===== src/rtl/hdr_restart_detector.sv =====
`default_nettype none
// ============================================================================
// Module   : hdr_restart_detector
// Purpose  : Detects the I3C HDR Restart pattern on SCL/SDA. While armed, it
//            looks for two SDA falling edges and two SDA rising edges with
//            SCL low, followed by an SCL rising edge with SDA high, and then
//            emits a registered single-cycle done pulse.
// Ports    : i_sys_clk      - system clock, rising edge
//            i_sys_rst      - synchronous active-high reset
//            i_cccnt_enable - arm; detection runs only while high
//            i_scl, i_sda   - bus levels, asynchronous to i_sys_clk
//            o_cccnt_done   - one-cycle pulse, Restart pattern completed
// Config   : RESTART_DET_SYNC_EN - when defined, i_scl/i_sda each pass through
//            a 2-flop synchronizer (reset value 1); latency grows by 2 clocks.
// Revision : 1.0 - initial release
// ============================================================================
module hdr_restart_detector (
    input  logic i_sys_clk,
    input  logic i_sys_rst,
    input  logic i_cccnt_enable,
    input  logic i_scl,
    input  logic i_sda,
    output logic o_cccnt_done
);

    localparam logic [2:0] c_IDLE     = 3'd0;
    localparam logic [2:0] c_F1       = 3'd1;
    localparam logic [2:0] c_R1       = 3'd2;
    localparam logic [2:0] c_F2       = 3'd3;
    localparam logic [2:0] c_R2       = 3'd4;
    localparam logic [2:0] c_WAIT_SCL = 3'd5;
    localparam logic [2:0] c_ABORT    = 3'd6;

    logic       w_scl_in;
    logic       w_sda_in;
    logic       r_scl_q;
    logic       r_scl_p;
    logic       r_sda_q;
    logic       r_sda_p;
    logic       w_sda_fall;
    logic       w_sda_rise;
    logic       w_scl_rise;
    logic [2:0] r_state;
    logic [2:0] w_state_next;
    logic       w_done_next;
    logic       r_done;

`ifdef RESTART_DET_SYNC_EN
    // Two-flop synchronizers; reset to 1 so the bus looks idle after reset.
    logic [1:0] r_scl_sync;
    logic [1:0] r_sda_sync;

    always_ff @(posedge i_sys_clk) begin
        if (i_sys_rst) begin
            r_scl_sync <= 2'b11;
            r_sda_sync <= 2'b11;
        end else begin
            r_scl_sync <= {r_scl_sync[0], i_scl};
            r_sda_sync <= {r_sda_sync[0], i_sda};
        end
    end

    assign w_scl_in = r_scl_sync[1];
    assign w_sda_in = r_sda_sync[1];
`else
    assign w_scl_in = i_scl;
    assign w_sda_in = i_sda;
`endif

    // Current/previous samples; edges are derived from these registers only.
    always_ff @(posedge i_sys_clk) begin
        if (i_sys_rst) begin
            r_scl_q <= 1'b1;
            r_scl_p <= 1'b1;
            r_sda_q <= 1'b1;
            r_sda_p <= 1'b1;
        end else begin
            r_scl_q <= w_scl_in;
            r_scl_p <= r_scl_q;
            r_sda_q <= w_sda_in;
            r_sda_p <= r_sda_q;
        end
    end

    assign w_sda_fall = r_sda_p & ~r_sda_q;
    assign w_sda_rise = ~r_sda_p & r_sda_q;
    assign w_scl_rise = ~r_scl_p & r_scl_q;

    // State register and registered done pulse.
    always_ff @(posedge i_sys_clk) begin
        if (i_sys_rst) begin
            r_state <= c_IDLE;
            r_done  <= 1'b0;
        end else begin
            r_state <= w_state_next;
            r_done  <= w_done_next;
        end
    end

    // Next-state logic. In the toggle-tracking states, SCL high is checked
    // first so an SCL rise coinciding with an SDA edge counts as an abort.
    always_comb begin
        w_state_next = r_state;
        if (!i_cccnt_enable) begin
            w_state_next = c_IDLE;
        end else begin
            case (r_state)
                c_IDLE: begin
                    if (!r_scl_q && r_sda_q) w_state_next = c_F1;
                end
                c_F1: begin
                    if (r_scl_q)         w_state_next = c_ABORT;
                    else if (w_sda_fall) w_state_next = c_R1;
                end
                c_R1: begin
                    if (r_scl_q)         w_state_next = c_ABORT;
                    else if (w_sda_rise) w_state_next = c_F2;
                end
                c_F2: begin
                    if (r_scl_q)         w_state_next = c_ABORT;
                    else if (w_sda_fall) w_state_next = c_R2;
                end
                c_R2: begin
                    if (r_scl_q)         w_state_next = c_ABORT;
                    else if (w_sda_rise) w_state_next = c_WAIT_SCL;
                end
                c_WAIT_SCL: begin
                    // A further SDA fall makes this an Exit, not a Restart.
                    if (w_scl_rise && r_sda_q) w_state_next = c_IDLE;
                    else if (w_sda_fall)       w_state_next = c_ABORT;
                end
                c_ABORT: begin
                    if (!r_scl_q && r_sda_q) w_state_next = c_IDLE;
                end
                default: begin
                    w_state_next = c_IDLE;
                end
            endcase
        end
    end

    // Output logic: the pulse is requested on the completing SCL rise and
    // appears from the register one clock later.
    always_comb begin
        w_done_next = 1'b0;
        if (i_cccnt_enable && (r_state == c_WAIT_SCL) && w_scl_rise && r_sda_q) begin
            w_done_next = 1'b1;
        end
    end

    assign o_cccnt_done = r_done;

endmodule
`default_nettype wire


===== config.mk =====
export PLATFORM = sky130hd
export DESIGN_NAME = hdr_restart_detector
export DESIGN_NICKNAME = d
export VERILOG_FILES = /design/src/rtl/hdr_restart_detector.sv
export SDC_FILE = /design/constraint.sdc
export NUM_CORES = 1
export LEC_CHECK = 0
export ABC_AREA = 1
export ABC_CLOCK_PERIOD_IN_PS = 1200
export BUFFER_PORTS_ARGS = -buffer_cell sky130_fd_sc_hd__buf_2
export CAP_MARGIN = 10
export CORE_AREA = 2 2 39 41
export CTS_BUF_LIST = sky130_fd_sc_hd__clkbuf_4 sky130_fd_sc_hd__clkbuf_8
export DETAILED_ROUTE_END_ITERATION = 10
export DIE_AREA = 0 0 41 43
export PLACE_DENSITY = 0.66
export SETUP_SLACK_MARGIN = 0.2
export SKIP_CTS_REPAIR_TIMING = 1
export SYNTH_ARGS = -nofsm -noshare
export SYNTH_HDL_FRONTEND = slang
export SYNTH_SLANG_ARGS = --single-unit

===== constraint.sdc =====
create_clock -name i_sys_clk -period 1.2 [get_ports i_sys_clk]
set_input_delay 0.06 -clock i_sys_clk [delete_from_list [all_inputs] [get_ports i_sys_clk]]
set_output_delay 0.06 -clock i_sys_clk [all_outputs]
set_load 0.005 [all_outputs]

==> impl_summary.log, run 1 <==
[metrics] run status: complete, but fails checks
[metrics] violations in the final reports: setup timing
[metrics] mean instance size in the synthesized netlist: 6.020 um2
[metrics] final critical-path setup slack: -0.02709 ns
[metrics] H-tree lvl count: 1
[metrics] list of cells traversed by the critical path: inv_4, nand2_4, nor2_4, nand2_2, nand2_2, nor2_4, nand3_2, nand2_2, nor2_2
[metrics] TritonCTS clock tree: done
[metrics] static leakage: 0.0003927 uW
[metrics] post-synthesis cell type with the largest combined area: sky130_fd_sc_hd__dfxtp_1
[metrics] most frequent cells in the layout: sky130_fd_sc_hd__nand2_1, sky130_fd_sc_hd__nand2_2, sky130_fd_sc_hd__nand3_1
[metrics] clock period minus final worst setup slack: 1.227 ns
[metrics] num ports: 6
[metrics] crit-path max cell delay: 0.45 ns
[metrics] final-report max-slew violation count: 0
[metrics] sequential area share after synthesis: 29.56%
[metrics] number of antenna violations at the first check in global routing: 0
[metrics] clock sink count: 8
[metrics] quantity of I/O buffers inserted on ports: 5
[metrics] commonest non-fill, non-tap cell in the layout: sky130_fd_sc_hd__nand2_1
[metrics] slew at the pin closest to its max-slew limit: 0.2145 ns
[metrics] final setup fails: 3
[metrics] final hold violation count: 0
[metrics] fin cells: 120
[metrics] Die Span X: 41 um
[metrics] detailed-route DRC error count: 0
[metrics] R2R cell count: 9
[metrics] Hold Startpoint: i_scl
[metrics] insertion delay to the later sink of the worst-skew pair: 0.24 ns
[metrics] worst hold path endpoint: r_scl_q
[metrics] combined area of all synthesized cells: 541.8 um2
[metrics] Antenna Diode Count: 0
[metrics] Register-to-Register Setup Slack: -0.03 ns
[metrics] detailed router's first-iteration violation count: 11
[metrics] site row count: 14
[metrics] Synth Net Count: 95
[metrics] FF-to-FF Start: r_state[0]
[metrics] # fillers: 115
[metrics] number of buffers between clock root and the deepest sink: 2
[metrics] Total Nets Final: 111
[metrics] pin count of the biggest net entering global routing: 9
[metrics] Inst Count DP: 113
[metrics] remaining number of nets flagged by the antenna check after routing: 0
[metrics] via count of the first global-routing pass: 539
[metrics] combined area of the multi-input logic cells: 461.7 um2
[metrics] register cell area after layout: around 180 um2
[metrics] die area: 0.001763 mm2
[metrics] global-route total usage across every layer: 17.04%
[metrics] critical path endpoint category: flip-flop
[metrics] die extent in y: 43 um
[metrics] launching element type of the critical path: flip-flop
[metrics] wire length after detailed routing: 1499 um
[metrics] root buffer cell: sky130_fd_sc_hd__clkbuf_4
[metrics] Most common cell on crit path: sky130_fd_sc_hd__nand2_2
[metrics] worst hold path cell count: 2
[metrics] MaxCap Viol Count: 0
[metrics] peak supply drop: 0.5748 mV
[metrics] initial cell density of the core: ~39%
[metrics] placed wire-length estimate: 903.7 um
[metrics] placeable core region: 0.001384 mm2
[metrics] period utilization: 102.3%
[metrics] number of iterations in the first detailed-routing pass: 4
[metrics] detail-routed via count per cell: 5.133
[metrics] unrepaired setup endpoints after global routing: yes
[metrics] pwr/cell area: 869.6 mW/mm2
[metrics] kind of cell with the highest combined delay on the critical path: simple AND/OR/NAND/NOR gates
[metrics] required time worst endpoint: 1.34 ns
[metrics] RePlAce Congestion: 0.9013
[metrics] TritonCTS Buffers: 3
[metrics] HP Class: in -> reg
[metrics] combined buffer and inverter count along the critical path: 1
[metrics] Synthesis Warnings: 0
[metrics] CP max-delay cell: sky130_fd_sc_hd__dfxtp_4
[metrics] top cells by area, synth: sky130_fd_sc_hd__dfxtp_1, sky130_fd_sc_hd__nand2_1, sky130_fd_sc_hd__nand3_1
[metrics] Max Fanout on Critical Path: 8
[metrics] crit path DAT: approximately 1.4 ns
[metrics] wire length of the first global-routing pass: 2090 um
[metrics] count of state elements after synthesis: 8
[metrics] worst reg2reg path endpoint: r_state[1]
[metrics] fraction of final layout cells with drive strength greater than 1: 59.62%
[metrics] DR vias: 616
[metrics] total gr overflow: 0
[metrics] drt wl/cell: 12.49 um
[metrics] start-to-end type of the worst setup path: reg -> reg
[metrics] top cell type's share of synthesized area: 29.56%
[metrics] Max Clock Freq: 814.9 MHz
[metrics] gate count after technology mapping: 90
[metrics] worst-case headroom to the max-slew limit: a little under nine tenths
[metrics] Setup TNS Final: -0.07083 ns
[metrics] final clock skew: 0.0007896 ns
[metrics] post-synthesis to final-layout area growth: 51.96%
[metrics] Clock Pin Slew Worst Setup and Hold Paths: 0.05 ns
[metrics] post-synthesis cell type count: 17
==> per-layer routing <==
layer	up-vias	wire [um]	track usage [%]
li1	314	-	-
met1	288	621	23.45
met2	12	840	25.00
met3	2	23	1.571
met4	0	14	9.333
met5	-	0	0
==> state kept, by name, summed over array words and instances, names as in the netlist <==
signal,flops
r_state,3
r_sda_p,1
o_cccnt_done,1
r_scl_q,1
r_scl_p,1
r_sda_q,1
==> power by group <==
part	switching (uW)	internal, uW
logic	126	90.4
clock network	79.3	114
registers	29.3	277
==> cells by family after synthesis <==
family,Yosys count,synth area share (%)
AO/OA/AOI/OAI,5,5.312
buffers and inverters,14,11.78
flip-flops,8,29.56
AND/OR/NAND/NOR,63,53.35
==> cells in the mapped netlist <==
| library cell | number |
|---|---|
| sky130_fd_sc_hd__a21oi_1 | 4 |
| sky130_fd_sc_hd__a21oi_2 | 1 |
| sky130_fd_sc_hd__buf_4 | 1 |
| sky130_fd_sc_hd__buf_6 | 1 |
| sky130_fd_sc_hd__dfxtp_1 | 8 |
| sky130_fd_sc_hd__inv_1 | 8 |
| sky130_fd_sc_hd__inv_2 | 4 |
| sky130_fd_sc_hd__nand2_1 | 25 |
| sky130_fd_sc_hd__nand2_2 | 3 |
| sky130_fd_sc_hd__nand3_1 | 13 |
| sky130_fd_sc_hd__nand3_2 | 2 |
| sky130_fd_sc_hd__nand4_1 | 1 |
| sky130_fd_sc_hd__nor2_1 | 13 |
| sky130_fd_sc_hd__nor2_2 | 2 |
| sky130_fd_sc_hd__nor3_1 | 1 |
| sky130_fd_sc_hd__nor4_1 | 1 |
| sky130_fd_sc_hd__or2_2 | 2 |
==> through the flow <==
step / cell area, um2 / total power, uW / util, % / hold slack [ns] / setup WS [ns]
floorplan: 559.3 / 423.0 / - / 0.1638 / 0.1138
CTS: 634.4 / 648.6 / 45.84 / -0.004472 / -0.1185
global placement: 611.8 / 448.6 / 44.21 / 0.2423 / -0.04286
global route: 823.3 / 766.5 / 59.49 / 0.009309 / -0.1030
finish: 823.3 / 715.9 / 59.49 / 0.008701 / -0.02709
detailed placement: 611.8 / 448.6 / 44.21 / 0.2488 / -0.06022
==> how the worst max path moves through the flow <==
stage / cells after the start / startpoint / slack (ns) / to
global placement: 9 / r_state[0] / -0.04 / r_state[1]
finish: 9 / r_state[0] / -0.03 / r_state[1]
global route: 8 / r_state[0] / -0.10 / r_state[2]
CTS: 7 / r_state[0] / -0.12 / r_state[1]
detailed placement: 9 / r_state[0] / -0.06 / r_state[1]
floorplan: 10 / r_state[1] / 0.11 / r_state[1]
==> worst reg2reg max path: stages (launching register included) <==
cell                      delay, ns
sky130_fd_sc_hd__dfxtp_4       0.45
sky130_fd_sc_hd__inv_4         0.07
sky130_fd_sc_hd__nand2_4       0.09
sky130_fd_sc_hd__nor2_4        0.04
sky130_fd_sc_hd__nand2_2       0.08
sky130_fd_sc_hd__nand2_2       0.07
sky130_fd_sc_hd__nor2_4        0.14
sky130_fd_sc_hd__nand3_2       0.09
sky130_fd_sc_hd__nand2_2       0.06
sky130_fd_sc_hd__nor2_2        0.04
==> area by class of cell <==
type | count | area share, %
multi-input cells | 68 | 56.08
well taps | 16 | 2.432
inverters | 12 | 6.383
flip-flops and latches | 8 | 21.28
repair buffers | 13 | 11.09
clock buffers | 3 | 2.736
Note: power is estimated with default switching activity, not from simulation.
==> run 2: changes to the inputs <==
- CAP_MARGIN: 10 -> 5
- PLACE_DENSITY: 0.66 -> default
- SKIP_CTS_REPAIR_TIMING: 1 -> default
==> impl_summary.log, run 2 (synthesized netlist as in run 1, its figures left out) <==
[metrics] run status: finished clean
[metrics] slew at the pin closest to its max-slew limit: 0.2394 ns
[metrics] detailed-route DRC error count: 0
[metrics] H-tree lvl count: 1
[metrics] CP max-delay cell: sky130_fd_sc_hd__dfxtp_4
[metrics] remaining number of nets flagged by the antenna check after routing: 0
[metrics] number of flip-flops in the largest register: 3
[metrics] list of cells traversed by the critical path: inv_4, nand2_4, nor2_4, nand2_2, nand2_2, nor2_4, nand3_1, nand2_1, nor2_1
[metrics] DR vias: 629
[metrics] clock sink count: 8
[metrics] TritonCTS Buffers: 3
[metrics] final-report max-slew violation count: 0
[metrics] Hold Startpoint: i_sys_rst
[metrics] Antenna Diode Count: 0
[metrics] detailed-routed wire length on met3: 63 um
[metrics] met2 routed WL: 677 um
[metrics] wire length of the first global-routing pass: around 2400 um
[metrics] static leakage: 0.0003822 uW
[metrics] Setup TNS Final: 0 ns
[metrics] clock period minus final worst setup slack: 1.183 ns
[metrics] FF-to-FF Start: r_state[1]
[metrics] final setup fails: 0
[metrics] drt wl/cell: 11.12 um
[metrics] die extent in y: roughly 43 um
[metrics] TritonCTS clock tree: done
[metrics] RePlAce Congestion: between 0.8 and 0.9
[metrics] Clock Pin Slew Worst Setup and Hold Paths: roughly 0.05 ns
[metrics] launching element type of the critical path: flip-flop
[metrics] critical path endpoint category: flip-flop
[metrics] Worst Hold Margin: 0.02326 ns
[metrics] initial cell density of the core: 39.15%
[metrics] most frequent cells in the layout: sky130_fd_sc_hd__nand2_1, sky130_fd_sc_hd__nand3_1, sky130_fd_sc_hd__buf_4
[metrics] Total Nets Final: 114
[metrics] final clock skew: 0.002552 ns
[metrics] final hold violation count: 0
[metrics] num ports: 6
[metrics] pwr/cell area: 877.1 mW/mm2
[metrics] wire length after detailed routing: 1368 um
[metrics] peak supply drop: 0.5912 mV
[metrics] Max Fanout on Critical Path: 7
[metrics] post-synthesis to final-layout area growth: 46.65%
[metrics] placeable core region: 0.001384 mm2
[metrics] required time worst endpoint: 1.35 ns
[metrics] power consumption: 696.9 uW
[metrics] Die Span X: 41 um
[metrics] crit path DAT: 1.33 ns
[metrics] commonest non-fill, non-tap cell in the layout: sky130_fd_sc_hd__nand2_1
[metrics] total gr overflow: 0
[metrics] period utilization: 98.60%
[metrics] max layer used: met4
[metrics] pin count of the biggest net entering global routing: 9
[metrics] detailed router's first-iteration violation count: 7
[metrics] die area: 0.001763 mm2
[metrics] start point of the critical path: r_state[1]
[metrics] unrepaired setup endpoints after global routing: yes
[metrics] fraction of final layout cells with drive strength greater than 1: 51.40%
[metrics] detail-routed via count per cell: 5.114
[metrics] worst-case headroom to the max-slew limit: approximately 84%
[metrics] post-placement setup slack: -0.1083 ns
[metrics] crit-path max cell delay: ~0.43 ns
[metrics] final critical-path setup slack: about 0.017 ns
[metrics] placed wire-length estimate: 979.4 um
[metrics] global-route total usage across every layer: 20.36%
[metrics] register with the highest flop count: r_state
[metrics] insertion delay to the later sink of the worst-skew pair: between 0.2 and 0.3 ns
[metrics] root buffer cell: sky130_fd_sc_hd__clkbuf_4
[metrics] placed standard-cell area: 619.3 um2
[metrics] Max Clock Freq: 845.1 MHz
[metrics] routed length on met1: slightly below 600 um
[metrics] Final Instance Area: 794.5 um2
[metrics] number of iterations in the first detailed-routing pass: 4
[metrics] site row count: 14
[metrics] via count of the first global-routing pass: between 500 and 600
[metrics] HP Class: in -> reg
[metrics] number of antenna violations at the first check in global routing: 0
[metrics] number of buffers between clock root and the deepest sink: 2
[metrics] start-to-end type of the worst setup path: reg -> reg
[metrics] MaxCap Viol Count: 0
[metrics] quantity of I/O buffers inserted on ports: 5
## run 2: power by group
group	total [uW]	internal (uW)	switching (uW)	leakage, uW
clock	198	114	83.8	0.0000138
combinational	196	86.5	109	0.000300
sequential	303	275	28.7	0.0000682
## run 2: critical path, delay by kind of cell (launching register included)
kind / cells / cell delay [ns]
buf+inv: 1 / 0.07
flops: 1 / 0.43
simple gates: 8 / 0.59
## run 2: routing by layer
layer	GRT usage [%]	up-vias
met3	1.571	4
met5	0	-
met4	14.00	0
met2	29.06	19
li1	-	324
met1	27.69	282
## run 2: cell type report
cell class,count,area [um2]
repair buffers,16,112.6
clock buffers,3,22.52
flip-flops and latches,8,178.9
inverters,12,52.55
well taps,16,20.02
fillers,123,589.3
multi-input cells,68,407.9
## run 2: per-stage QoR
step                      util (%)  cells
after floorplan                  -     90
after global placement       44.76    114
after detailed placement     44.76    114
after CTS                    52.71    122
after global routing         57.41    123
final                        57.41    123
## run 2: path summary, 6_finish.rpt
kind                              endpoint  slack, ns  depth (start not counted)
worst max register to register  r_state[0]       0.02                          9
worst min register to register     r_sda_p       0.50                          2
worst max-delay path            r_state[0]       0.02                          9
worst min-delay path               r_sda_q       0.02                          2
## run 2: timing repair
item,in CTS,in global routing
endpoints found under the hold margin,2,0
hold buffers,2,0
setup buffers,3,1
setup endpoints to repair,4,4
gates resized for setup,14,17
pin swaps,0,10
